## config.mk

```make
export PLATFORM = sky130hd
export DESIGN_NAME = alu_issue_ctrl_flat
export DESIGN_NICKNAME = d
export VERILOG_FILES = /design/src/rtl/alu_pkg.sv /design/src/rtl/alu_issue_ctrl_if.sv /design/src/rtl/alu_regfile.sv /design/src/rtl/alu_issue_ctrl.sv /design/src/flat_wrapper.sv
export SDC_FILE = /design/constraint.sdc
export NUM_CORES = 1
export LEC_CHECK = 0
export ABC_AREA = 0
export CORE_MARGIN = 2
export CORE_UTILIZATION = 40
export CTS_CLUSTER_DIAMETER = 60
export CTS_CLUSTER_SIZE = 12
export DETAILED_ROUTE_END_ITERATION = 16
export SLEW_MARGIN = 20
export SYNTH_ARGS = -nofsm -noshare
export SYNTH_HDL_FRONTEND = slang
export SYNTH_SLANG_ARGS = --single-unit
```

## constraint.sdc

```tcl
create_clock -name clk -period 3.85 [get_ports clk]
set_input_delay 0.5775 -clock clk [delete_from_list [all_inputs] [get_ports clk]]
set_output_delay 0.5775 -clock clk [all_outputs]
set_load 0.005 [all_outputs]
```

## src/rtl/alu_pkg.sv

```systemverilog
// Shared constants, ALU op encodings, flag indices and FSM states for the ALU issue controller.
// Latency: n/a (declarations only).
// Backpressure: n/a.
package alu_pkg;

   localparam int DATA_W = 32;
   localparam int SEL_W  = 4;
   localparam int NREG   = 8;
   localparam int REG_AW = 3;
   localparam int FLAG_W = 5;

   // ALU operation codes; 1001..1111 are pass-through on the ALU side
   localparam logic [SEL_W-1:0] ALU_ADD  = 4'b0000;
   localparam logic [SEL_W-1:0] ALU_SUB  = 4'b0001;  // B - A
   localparam logic [SEL_W-1:0] ALU_SLT  = 4'b0010;  // A < B
   localparam logic [SEL_W-1:0] ALU_SGT  = 4'b0011;  // A > B
   localparam logic [SEL_W-1:0] ALU_SLL1 = 4'b0100;
   localparam logic [SEL_W-1:0] ALU_SRL1 = 4'b0101;
   localparam logic [SEL_W-1:0] ALU_SRA1 = 4'b0110;
   localparam logic [SEL_W-1:0] ALU_AND  = 4'b0111;
   localparam logic [SEL_W-1:0] ALU_OR   = 4'b1000;

   // Bit positions inside the 5-bit flag vector
   localparam int FLG_CARRY = 4;
   localparam int FLG_ZERO  = 3;
   localparam int FLG_NEG   = 2;
   localparam int FLG_OVF   = 1;
   localparam int FLG_UNF   = 0;

   typedef enum logic [1:0] {
      ST_IDLE  = 2'd0,
      ST_ISSUE = 2'd1,
      ST_RESP  = 2'd2
   } state_t;

endpackage

```

## src/rtl/alu_issue_ctrl_if.sv

```systemverilog
// Command, preload, response and ALU-port bundle for alu_issue_ctrl.
// Latency: n/a (wiring only).
// Backpressure: cmd/ld/rsp are valid/ready; ALU ports are plain combinational wires.
interface alu_issue_ctrl_if;
   import alu_pkg::*;

   logic                cmd_valid;
   logic                cmd_ready;
   logic [SEL_W-1:0]    cmd_sel;
   logic [REG_AW-1:0]   cmd_rs1;
   logic [REG_AW-1:0]   cmd_rs2;
   logic [REG_AW-1:0]   cmd_rd;
   logic                cmd_imm_en;
   logic [DATA_W-1:0]   cmd_imm;

   logic                ld_valid;
   logic                ld_ready;
   logic [REG_AW-1:0]   ld_addr;
   logic [DATA_W-1:0]   ld_data;

   logic                rsp_valid;
   logic                rsp_ready;
   logic [DATA_W-1:0]   rsp_result;
   logic [FLAG_W-1:0]   rsp_flags;

   logic [SEL_W-1:0]    ALU_SEL;
   logic [DATA_W-1:0]   ALU_A;
   logic [DATA_W-1:0]   ALU_B;
   logic [DATA_W-1:0]   ALU_OUT;
   logic [FLAG_W-1:0]   ALU_FLAGS;

   // Front-end plus ALU side: offers commands/preloads, consumes responses, computes ALU results
   modport master (
      output cmd_valid, cmd_sel, cmd_rs1, cmd_rs2, cmd_rd, cmd_imm_en, cmd_imm,
      output ld_valid, ld_addr, ld_data,
      output rsp_ready,
      output ALU_OUT, ALU_FLAGS,
      input  cmd_ready, ld_ready, rsp_valid, rsp_result, rsp_flags,
      input  ALU_SEL, ALU_A, ALU_B
   );

   // Controller side
   modport slave (
      input  cmd_valid, cmd_sel, cmd_rs1, cmd_rs2, cmd_rd, cmd_imm_en, cmd_imm,
      input  ld_valid, ld_addr, ld_data,
      input  rsp_ready,
      input  ALU_OUT, ALU_FLAGS,
      output cmd_ready, ld_ready, rsp_valid, rsp_result, rsp_flags,
      output ALU_SEL, ALU_A, ALU_B
   );

endinterface

```

## src/rtl/alu_regfile.sv

```systemverilog
// NREG x DATA_W register file: two combinational read ports, one write port, r0 hardwired to zero.
// Latency: reads combinational; write visible on the cycle after the write edge.
// Backpressure: none, a write is always taken when i_we is high.
module alu_regfile
   import alu_pkg::*;
(
   input  logic                clk,
   input  logic                rst_n,
   input  logic [REG_AW-1:0]   i_ra1,
   input  logic [REG_AW-1:0]   i_ra2,
   output logic [DATA_W-1:0]   o_rd1,
   output logic [DATA_W-1:0]   o_rd2,
   input  logic                i_we,
   input  logic [REG_AW-1:0]   i_wa,
   input  logic [DATA_W-1:0]   i_wd
);

   logic [DATA_W-1:0] r_mem [NREG];

   // Storage: async clear, writes to r0 dropped so r0 stays zero
   always_ff @(posedge clk or negedge rst_n) begin
      if (!rst_n) begin
         for (int i = 0; i < NREG; i++) r_mem[i] <= '0;
      end else if (i_we && (i_wa != '0)) begin
         r_mem[i_wa] <= i_wd;
      end
   end

   assign o_rd1 = (i_ra1 == '0) ? '0 : r_mem[i_ra1];
   assign o_rd2 = (i_ra2 == '0) ? '0 : r_mem[i_ra2];

endmodule

```

## src/rtl/alu_issue_ctrl.sv

```systemverilog
// Issues register/immediate operand commands to a combinational ALU and returns captured result+flags.
// Latency: cmd accepted at edge k, ALU inputs registered at k, result/flags captured and rsp_valid high at k+1.
// Backpressure: cmd_ready/ld_ready low while a command is in flight; response held until rsp_ready.
module alu_issue_ctrl
   import alu_pkg::*;
(
   input  logic            clk,
   input  logic            rst_n,
   alu_issue_ctrl_if.slave bus
);

   state_t              r_state;
   state_t              w_state_nxt;
   logic [SEL_W-1:0]    r_alu_sel;
   logic [DATA_W-1:0]   r_alu_a;
   logic [DATA_W-1:0]   r_alu_b;
   logic [REG_AW-1:0]   r_rd;
   logic                r_rsp_valid;
   logic [DATA_W-1:0]   r_rsp_result;
   logic [FLAG_W-1:0]   r_rsp_flags;

   logic                w_cmd_rdy;
   logic                w_ld_rdy;
   logic                w_cmd_acc;
   logic                w_ld_acc;
   logic                w_issue;
   logic                w_wr_en;
   logic [REG_AW-1:0]   w_wr_addr;
   logic [DATA_W-1:0]   w_wr_dat;
   logic [DATA_W-1:0]   w_rs1_dat;
   logic [DATA_W-1:0]   w_rs2_dat;

   assign w_cmd_acc = bus.cmd_valid && w_cmd_rdy;
   assign w_ld_acc  = bus.ld_valid && w_ld_rdy;
   assign w_issue   = (r_state == ST_ISSUE);

   // Writeback (ISSUE only) and preload (IDLE only) share the single write port; they never overlap
   assign w_wr_en   = w_issue || w_ld_acc;
   assign w_wr_addr = w_issue ? r_rd : bus.ld_addr;
   assign w_wr_dat  = w_issue ? bus.ALU_OUT : bus.ld_data;

   alu_regfile u_regfile (
      .clk   (clk),
      .rst_n (rst_n),
      .i_ra1 (bus.cmd_rs1),
      .i_ra2 (bus.cmd_rs2),
      .o_rd1 (w_rs1_dat),
      .o_rd2 (w_rs2_dat),
      .i_we  (w_wr_en),
      .i_wa  (w_wr_addr),
      .i_wd  (w_wr_dat)
   );

   // State register
   always_ff @(posedge clk or negedge rst_n) begin
      if (!rst_n) r_state <= ST_IDLE;
      else        r_state <= w_state_nxt;
   end

   // Next state and ready outputs; both channels open only in IDLE
   always_comb begin
      w_state_nxt = r_state;
      w_cmd_rdy   = 1'b0;
      w_ld_rdy    = 1'b0;
      case (r_state)
         ST_IDLE: begin
            w_cmd_rdy = 1'b1;
            w_ld_rdy  = 1'b1;
            if (bus.cmd_valid) w_state_nxt = ST_ISSUE;
         end
         ST_ISSUE: w_state_nxt = ST_RESP;
         ST_RESP: begin
            if (bus.rsp_ready) w_state_nxt = ST_IDLE;
         end
         default: w_state_nxt = ST_IDLE;
      endcase
   end

   // ALU drive registers: loaded on accept, otherwise hold last issued values; rs reads see pre-load data
   always_ff @(posedge clk or negedge rst_n) begin
      if (!rst_n) begin
         r_alu_sel <= '0;
         r_alu_a   <= '0;
         r_alu_b   <= '0;
         r_rd      <= '0;
      end else if (w_cmd_acc) begin
         r_alu_sel <= bus.cmd_sel;
         r_alu_a   <= w_rs1_dat;
         r_alu_b   <= bus.cmd_imm_en ? bus.cmd_imm : w_rs2_dat;
         r_rd      <= bus.cmd_rd;
      end
   end

   // Response capture at the closing edge of ISSUE; valid drops on the response handshake
   always_ff @(posedge clk or negedge rst_n) begin
      if (!rst_n) begin
         r_rsp_valid  <= 1'b0;
         r_rsp_result <= '0;
         r_rsp_flags  <= '0;
      end else if (w_issue) begin
         r_rsp_valid  <= 1'b1;
         r_rsp_result <= bus.ALU_OUT;
         r_rsp_flags  <= bus.ALU_FLAGS;
      end else if (r_rsp_valid && bus.rsp_ready) begin
         r_rsp_valid  <= 1'b0;
      end
   end

   assign bus.cmd_ready  = w_cmd_rdy;
   assign bus.ld_ready   = w_ld_rdy;
   assign bus.rsp_valid  = r_rsp_valid;
   assign bus.rsp_result = r_rsp_result;
   assign bus.rsp_flags  = r_rsp_flags;
   assign bus.ALU_SEL    = r_alu_sel;
   assign bus.ALU_A      = r_alu_a;
   assign bus.ALU_B      = r_alu_b;

endmodule

```

## src/flat_wrapper.sv

```systemverilog
// flat-port wrapper written by rule: the top's interface ports become plain ports
module alu_issue_ctrl_flat import alu_pkg::*;
  (clk, rst_n, bus_cmd_valid, bus_cmd_sel, bus_cmd_rs1, bus_cmd_rs2, bus_cmd_rd, bus_cmd_imm_en, bus_cmd_imm, bus_ld_valid, bus_ld_addr, bus_ld_data, bus_rsp_ready, bus_ALU_OUT, bus_ALU_FLAGS, bus_cmd_ready, bus_ld_ready, bus_rsp_valid, bus_rsp_result, bus_rsp_flags, bus_ALU_SEL, bus_ALU_A, bus_ALU_B);
  alu_issue_ctrl_if bus_i ();
  input  logic clk;
  input  logic rst_n;
  input wire logic [$bits(bus_i.cmd_valid)-1:0] bus_cmd_valid;
  input wire logic [$bits(bus_i.cmd_sel)-1:0] bus_cmd_sel;
  input wire logic [$bits(bus_i.cmd_rs1)-1:0] bus_cmd_rs1;
  input wire logic [$bits(bus_i.cmd_rs2)-1:0] bus_cmd_rs2;
  input wire logic [$bits(bus_i.cmd_rd)-1:0] bus_cmd_rd;
  input wire logic [$bits(bus_i.cmd_imm_en)-1:0] bus_cmd_imm_en;
  input wire logic [$bits(bus_i.cmd_imm)-1:0] bus_cmd_imm;
  input wire logic [$bits(bus_i.ld_valid)-1:0] bus_ld_valid;
  input wire logic [$bits(bus_i.ld_addr)-1:0] bus_ld_addr;
  input wire logic [$bits(bus_i.ld_data)-1:0] bus_ld_data;
  input wire logic [$bits(bus_i.rsp_ready)-1:0] bus_rsp_ready;
  input wire logic [$bits(bus_i.ALU_OUT)-1:0] bus_ALU_OUT;
  input wire logic [$bits(bus_i.ALU_FLAGS)-1:0] bus_ALU_FLAGS;
  output wire logic [$bits(bus_i.cmd_ready)-1:0] bus_cmd_ready;
  output wire logic [$bits(bus_i.ld_ready)-1:0] bus_ld_ready;
  output wire logic [$bits(bus_i.rsp_valid)-1:0] bus_rsp_valid;
  output wire logic [$bits(bus_i.rsp_result)-1:0] bus_rsp_result;
  output wire logic [$bits(bus_i.rsp_flags)-1:0] bus_rsp_flags;
  output wire logic [$bits(bus_i.ALU_SEL)-1:0] bus_ALU_SEL;
  output wire logic [$bits(bus_i.ALU_A)-1:0] bus_ALU_A;
  output wire logic [$bits(bus_i.ALU_B)-1:0] bus_ALU_B;
  assign bus_i.cmd_valid = bus_cmd_valid;
  assign bus_i.cmd_sel = bus_cmd_sel;
  assign bus_i.cmd_rs1 = bus_cmd_rs1;
  assign bus_i.cmd_rs2 = bus_cmd_rs2;
  assign bus_i.cmd_rd = bus_cmd_rd;
  assign bus_i.cmd_imm_en = bus_cmd_imm_en;
  assign bus_i.cmd_imm = bus_cmd_imm;
  assign bus_i.ld_valid = bus_ld_valid;
  assign bus_i.ld_addr = bus_ld_addr;
  assign bus_i.ld_data = bus_ld_data;
  assign bus_i.rsp_ready = bus_rsp_ready;
  assign bus_i.ALU_OUT = bus_ALU_OUT;
  assign bus_i.ALU_FLAGS = bus_ALU_FLAGS;
  assign bus_cmd_ready = bus_i.cmd_ready;
  assign bus_ld_ready = bus_i.ld_ready;
  assign bus_rsp_valid = bus_i.rsp_valid;
  assign bus_rsp_result = bus_i.rsp_result;
  assign bus_rsp_flags = bus_i.rsp_flags;
  assign bus_ALU_SEL = bus_i.ALU_SEL;
  assign bus_ALU_A = bus_i.ALU_A;
  assign bus_ALU_B = bus_i.ALU_B;
  alu_issue_ctrl u_core (.clk(clk), .rst_n(rst_n), .bus(bus_i));
endmodule
```

### Word level (Yosys, flattened, before mapping)

Cells that the tools add are included.
W data, S select, Z words.

| operators by class | value |
|---|---|
| reduce and logical (&&, ||, !) cells | 12 |
| order comparisons | 4 |
| bitwise operators | 3 |
| multiplexer cells | 20 |
| equality and inequality tests | 4 |

Operators with widths:

| cell | count |
|---|---|
| $mux W32 | 9 |
| $bwmux W256 | 1 |
| $bmux W32 S3 | 2 |
| $demux W32 S3 | 1 |
| $ge A4 B4 Y1 const B | 3 |
| $not A3 Y4 | 3 |
| $logic_not A3 Y1 | 2 |
| $pmux W2 S3 | 1 |
| $logic_and A1 B1 Y1 | 5 |
| $lt A4 B1 Y1 const B | 1 |
| $mux W2 | 2 |
| $ne A2 B2 Y1 const B | 2 |
| $mux W1 | 3 |
| $mux W3 | 1 |
| $reduce_bool A3 Y1 | 1 |
| $eq A2 B1 Y1 const B | 1 |
| $eq A2 B2 Y1 const B | 1 |
| $logic_not A2 Y1 | 1 |
| $reduce_and A2 Y1 | 1 |
| $reduce_bool A2 Y1 | 1 |
| $logic_or A1 B1 Y1 | 1 |

| storage, ports and cells | value |
|---|---|
| word-level logic and storage cells | 59 |
| input port bits | 123 |
| output and inout port bits | 108 |
| register bits | 367 |

### Longest topological paths before layout

| logic depth | value |
|---|---|
| depth in word-level cells | 8 |
| mapped depth | 8 |
| gate-level depth less buffers | 4 |

### Hierarchy

Synthesis repeated with hierarchy kept, for this count alone.

| unflattened totals | value |
|---|---|
| cell total of the unflattened synthesis | 1192 |
| area total of the unflattened synthesis | 17664.4 µm² |

By module, submodules not included:

| module | instances | sequential area each (µm²) | area an instance (µm²) | cells each |
|---|---|---|---|---|
| alu_regfile | 1 | 5605.4 | 12111.6 | 875 |
| alu_issue_ctrl | 1 | 2777.7 | 5552.8 | 317 |

### Worst setup path after synthesis

No wires, ideal clock.

| path | value |
|---|---|
| path kind | in2reg |
| start point | in bus_cmd_rs2[0] |
| end point | reg u_core.r_alu_b[30] (netlist: u_core.bus.ALU_B[30]) |
| buffers on the path | 4 |
| arrival | 1888 ps |
| stages | 7 |
| required time | 3719 ps |
| slack | 1831 ps |
| library setup time | 131 ps |
| cell sequence | buf_2 > buf_4 > buf_4 > buf_4 > mux2_2 > o2111ai_1 > nand3_1 |

| on the way | value |
|---|---|
| longest elaborated chain between the ends | 6 |
| elaborated cells between the ends (all ways) | 7 |
| classes of those cells | mux (5); bitwise (1); reduce/logical (1) |

Ends and longest elaborated chain:

| item | line | text |
|---|---|---|
| start, declared | flat_wrapper.sv:10 | `input wire logic [$bits(bus_i.cmd_rs2)-1:0] bus_cmd_rs2;` |
| $not A3 Y4 (implied by the code) | alu_regfile.sv:30 | `assign o_rd2 = (i_ra2 == '0) ? '0 : r_mem[i_ra2];` |
| $bmux W32 S3 | alu_regfile.sv:30 |  |
| $mux W32 (implied by the code) (2 in a row) | alu_regfile.sv:30 |  |
| $mux W32 * | alu_regfile.sv:30 |  |
| $mux W32 * | alu_issue_ctrl.sv:89 | `r_alu_b <= bus.cmd_imm_en ? bus.cmd_imm : w_rs2_dat;` |
| end signal, assigned | alu_issue_ctrl.sv:89 |  |
| end, declared | alu_issue_ctrl.sv:16 | `logic [DATA_W-1:0] r_alu_b;` |

Mark *: on every way between the ends. The rest lies on a longest branch, timed or not. The select of a mux whose other input is x is not followed.
A chain may end at the register's enable or synchronous reset.

### Worst setup path in the final report

| path | value |
|---|---|
| start point | reg u_core.r_state[0] |
| end point | reg u_core.r_alu_b[29] (netlist: u_core.bus.ALU_B[29]) |

| on the way | value |
|---|---|
| longest elaborated chain between the ends | 3 |

Ends and longest elaborated chain:

| item | line | text |
|---|---|---|
| start, declared | alu_issue_ctrl.sv:12 | `state_t r_state;` |
| start signal, assigned | alu_issue_ctrl.sv:57 | `else r_state <= w_state_nxt;` |
| $logic_not A2 Y1 | alu_issue_ctrl.sv:65 | `case (r_state)` |
| $mux W1 | alu_issue_ctrl.sv:65 |  |
| $logic_and A1 B1 Y1 | alu_issue_ctrl.sv:33 | `assign w_cmd_acc = bus.cmd_valid && w_cmd_rdy;` |

Every way passes these cells.

==> results.toml <==
[outcome]
status = "complete, no violations"

[synth]
syn_nets = 1520
synth-async-reset-ratio_pct = 100
yosysSeqAreaShare_pct = 49.2
yosys-top-cells-count = "335 x dfrtp_1, 205 x nand2_1, 143 x mux2i_1"
synth_area_leader_cell = "dfrtp_1"
ys_seq_elements = 335
synth_top_area_share_pct = 49.2
postSynthCellCount = 1397
synthTopCellsByArea = "dfrtp_1 49%, mux2i_1 8.4%, mux2_4 7.9%, mux2_2 7.3%, nand2_1 4.5%"
synth_flop_cell = "dfrtp_1"
yosys_warnings = 0
yosysMostFrequentCell = "dfrtp_1"
yosys.cell_types.count = 42
syn-cell-area_sq_mm = 0.0170
synth_edf_count = 0
avgSynthCellArea_sq_um = 12.2

[routing]
via_per_inst = 5.76
via_count = 12300
drc = 0
drtIter0Drc = 775
wl_per_cell_microns = 23.8
postRouteAntennaNets = 0
first_pass_iters = 5
wirelength_microns = 50800

[floorplan]
start_util_pct = 40.5
core_sq_mm = 0.0420
die_height_microns = 210
fp.dieW_microns = 210
die-area_sq_mm = 0.0443
io_pins = 231
rows = 75

[clock_tree]
post_cts_buffers = 0
cts_tree = "built"
clk_latency_ns = 0.52
clock_path_buffers = 3
numCtsBuffers = 36
clock-sinks = 335
cts_root_buf = "clkbuf_16"
cts-htree-levels = 2
path_clk_slew_ns = 0.06
ctsHoldBuffers = 0
cts_resized = 0

[placed_design]
dp_hpwl_microns = 31400
place.gp.congestion = 0.753
dpl_cell_area_sq_mm = 0.0198
placed_cells = 2081
numPortBuffers = 230

[worst_setup_path]
path_class = "reg2reg"
cp_slowest_cell = "or3b_1"
crit_chain = "or3b_1 -> inv_4 -> buf_12 -> buf_12 -> and3_1 -> a221o_1"
cpMostUsedCell = "buf_12"
r2r_end = "u_core.bus.ALU_B[29]"
r2r_setup_slack_ns = 1.18
crit_buf_inv = 3
crit_fanout = 33
endpoint = "u_core.bus.ALU_B[29]"
r2r_cells = 6
crit_family = "simple AND/OR/NAND/NOR gates"
setup.worst_path.start_class = "flip-flop"
worstPathRequired_ns = 4.24
timing.critical_path.depth = 6
critPathLaunch = "u_core.r_state[0]"
arrival_ns = 3.06
endpoint_kind = "flip-flop"
slowest_delay_ns = 0.70
reg2reg_from = "u_core.r_state[0]"

[sta]
fin_crit_sh_pct = 69.4
min_period_ns = 2.67
fmax_ghz = 0.375
maxSlewViolCount = 0
rsz0062_at_grt = "false"
tns_ns = 0
worst_pin_slew_ns = 1.10
hold_slack_ns = 0.134
final-hold-violation-count = 0
clock_skew_ns = 0.0104
setup-violations-final = 0
maxSlewHeadroom_pct = 26.7

[layout]
drive_gt1_share_pct = 19.8
fin_area_sq_mm = 0.0209
stdcell_count = 2133
syn_to_final_growth_pct = 22.5
fillers = 3744
diodes = 0
nets = 1703

[hold_path]
hp-class = "in2async"

[power]
combPwrFrac_pct = 37.9
power_uw = 16000
total_leakage_power_uw = 0.00951
p_switching_uw = 5250
internal_power_uw = 10800
max-vdd-ir-drop_uv = 373
p_per_area_mw_per_mm2 = 768
switching_share_pct = 32.7
p_clk_share_pct = 21.0
seqPwrFrac_pct = 41.1

[global_routing]
antenna_found_initial = 1
grt_use_total_pct = 22.9
grt_pass1_vias = 12700
grt_pass1_wl_microns = 78100
grt-ovfl-total = 0
grt_max_degree = 102

[job]
drv_cap = 0
[layout by cell type, fill, tap and decap left out, types with 2 or more instances in the layout]
master	synthesis	layout
a211oi_1	60	60
buf_12	0	8
clkinv_2	0	3
buf_4	5	28
a21oi_1	33	33
nor2b_1	17	14
o2111ai_1	2	2
buf_2	52	5
dfrtp_1	335	335
nor2_1	17	17
mux2_4	90	90
a221o_1	15	15
a221oi_1	14	14
clkdlybuf4s50_1	0	222
and3_1	14	14
nand2_4	3	3
o31ai_4	3	3
a22oi_1	17	17
nor2b_2	0	3
inv_1	3	3
nor3_1	2	2
bufinv_16	0	2
o22a_1	32	32
mux2_1	58	58
nand2_1	205	200
nand2b_1	5	3
nand3_1	3	3
clkbuf_8	0	5
nand3b_1	18	18
o221a_2	2	2
o21ai_0	2	2
o221a_1	14	14
o221ai_1	48	48
mux2i_1	143	143
clkbuf_1	46	4
mux2_2	111	111
nand2_2	0	5
nand4bb_1	2	2
clkbuf_16	0	37
[logic make-up (layout without fill, tap and decap cells)]
kind of cell,count (synthesis),after routing,share of synthesized area (%)
compound gates,245,245,11.9
mux,402,402,27.5
simple gates,291,291,7.78
flops,335,335,49.2
buf+inv,124,321,3.66
[routing by layer]
metal,vias to the layer above,routed length [microns],global-route usage (%)
li1,5530,-,-
met2,391,24300,37.7
met3,71,2880,3.71
met5,-,13,0
met1,6290,22600,31.6
met4,2,1040,5.78
[state kept, by name (all words and copies together), names as in the netlist]
signal / cells
u_core.bus.ALU_A: 32
u_core.bus.ALU_B: 32
u_core.bus.ALU_SEL: 4
u_core.bus.rsp_flags: 5
u_core.bus.rsp_result: 32
u_core.bus.rsp_valid: 1
u_core.r_rd: 3
u_core.r_state: 2
u_core.u_regfile.r_mem: 224
[per-stage QoR]
step / utilization, % / setup slack [ns]
floorplan: - / 1.83
global placement: 47.1 / 0.853
detailed placement: 47.1 / 0.800
CTS: 49.7 / 1.16
global route: 49.7 / 1.03
finish: 49.7 / 1.18
[worst min path at each step]
stage          slack [ns]                     from                          to
3_3_place_gp         0.46  u_core.bus.rsp_flags[3]     u_core.bus.rsp_flags[3]
4_1_cts              0.17                    rst_n   u_core.bus.rsp_result[31]
3_5_place_dp         0.46  u_core.bus.rsp_flags[3]     u_core.bus.rsp_flags[3]
6_report             0.13                    rst_n  u_core.u_regfile.r_mem[97]
2_1_floorplan        0.28                    rst_n         u_core.bus.ALU_A[0]
5_1_grt              0.17                    rst_n    u_core.bus.rsp_result[1]
[final cells by class]
class,instances,area (sq um),share of cell area [%]
inverters,4,17.5,0.0839
well taps,539,674,3.23
clock inverters,6,83.8,0.402
clock buffers,46,1010,4.84
multi-input cells,938,8060,38.6
flip-flops and latches,335,8380,40.2
repair buffers,265,2640,12.7
[power groups by stage]
stage	combinational, uW	clock [uW]	sequential [uW]
6_report	6080	3360	6590
5_1_grt	6610	3590	6820
4_1_cts	6160	3440	6570
3_5_place_dp	6130	0	6600
3_3_place_gp	5990	0	6550
2_1_floorplan	3840	0	6250
No activity file was read; power rests on OpenSTA's default activity.
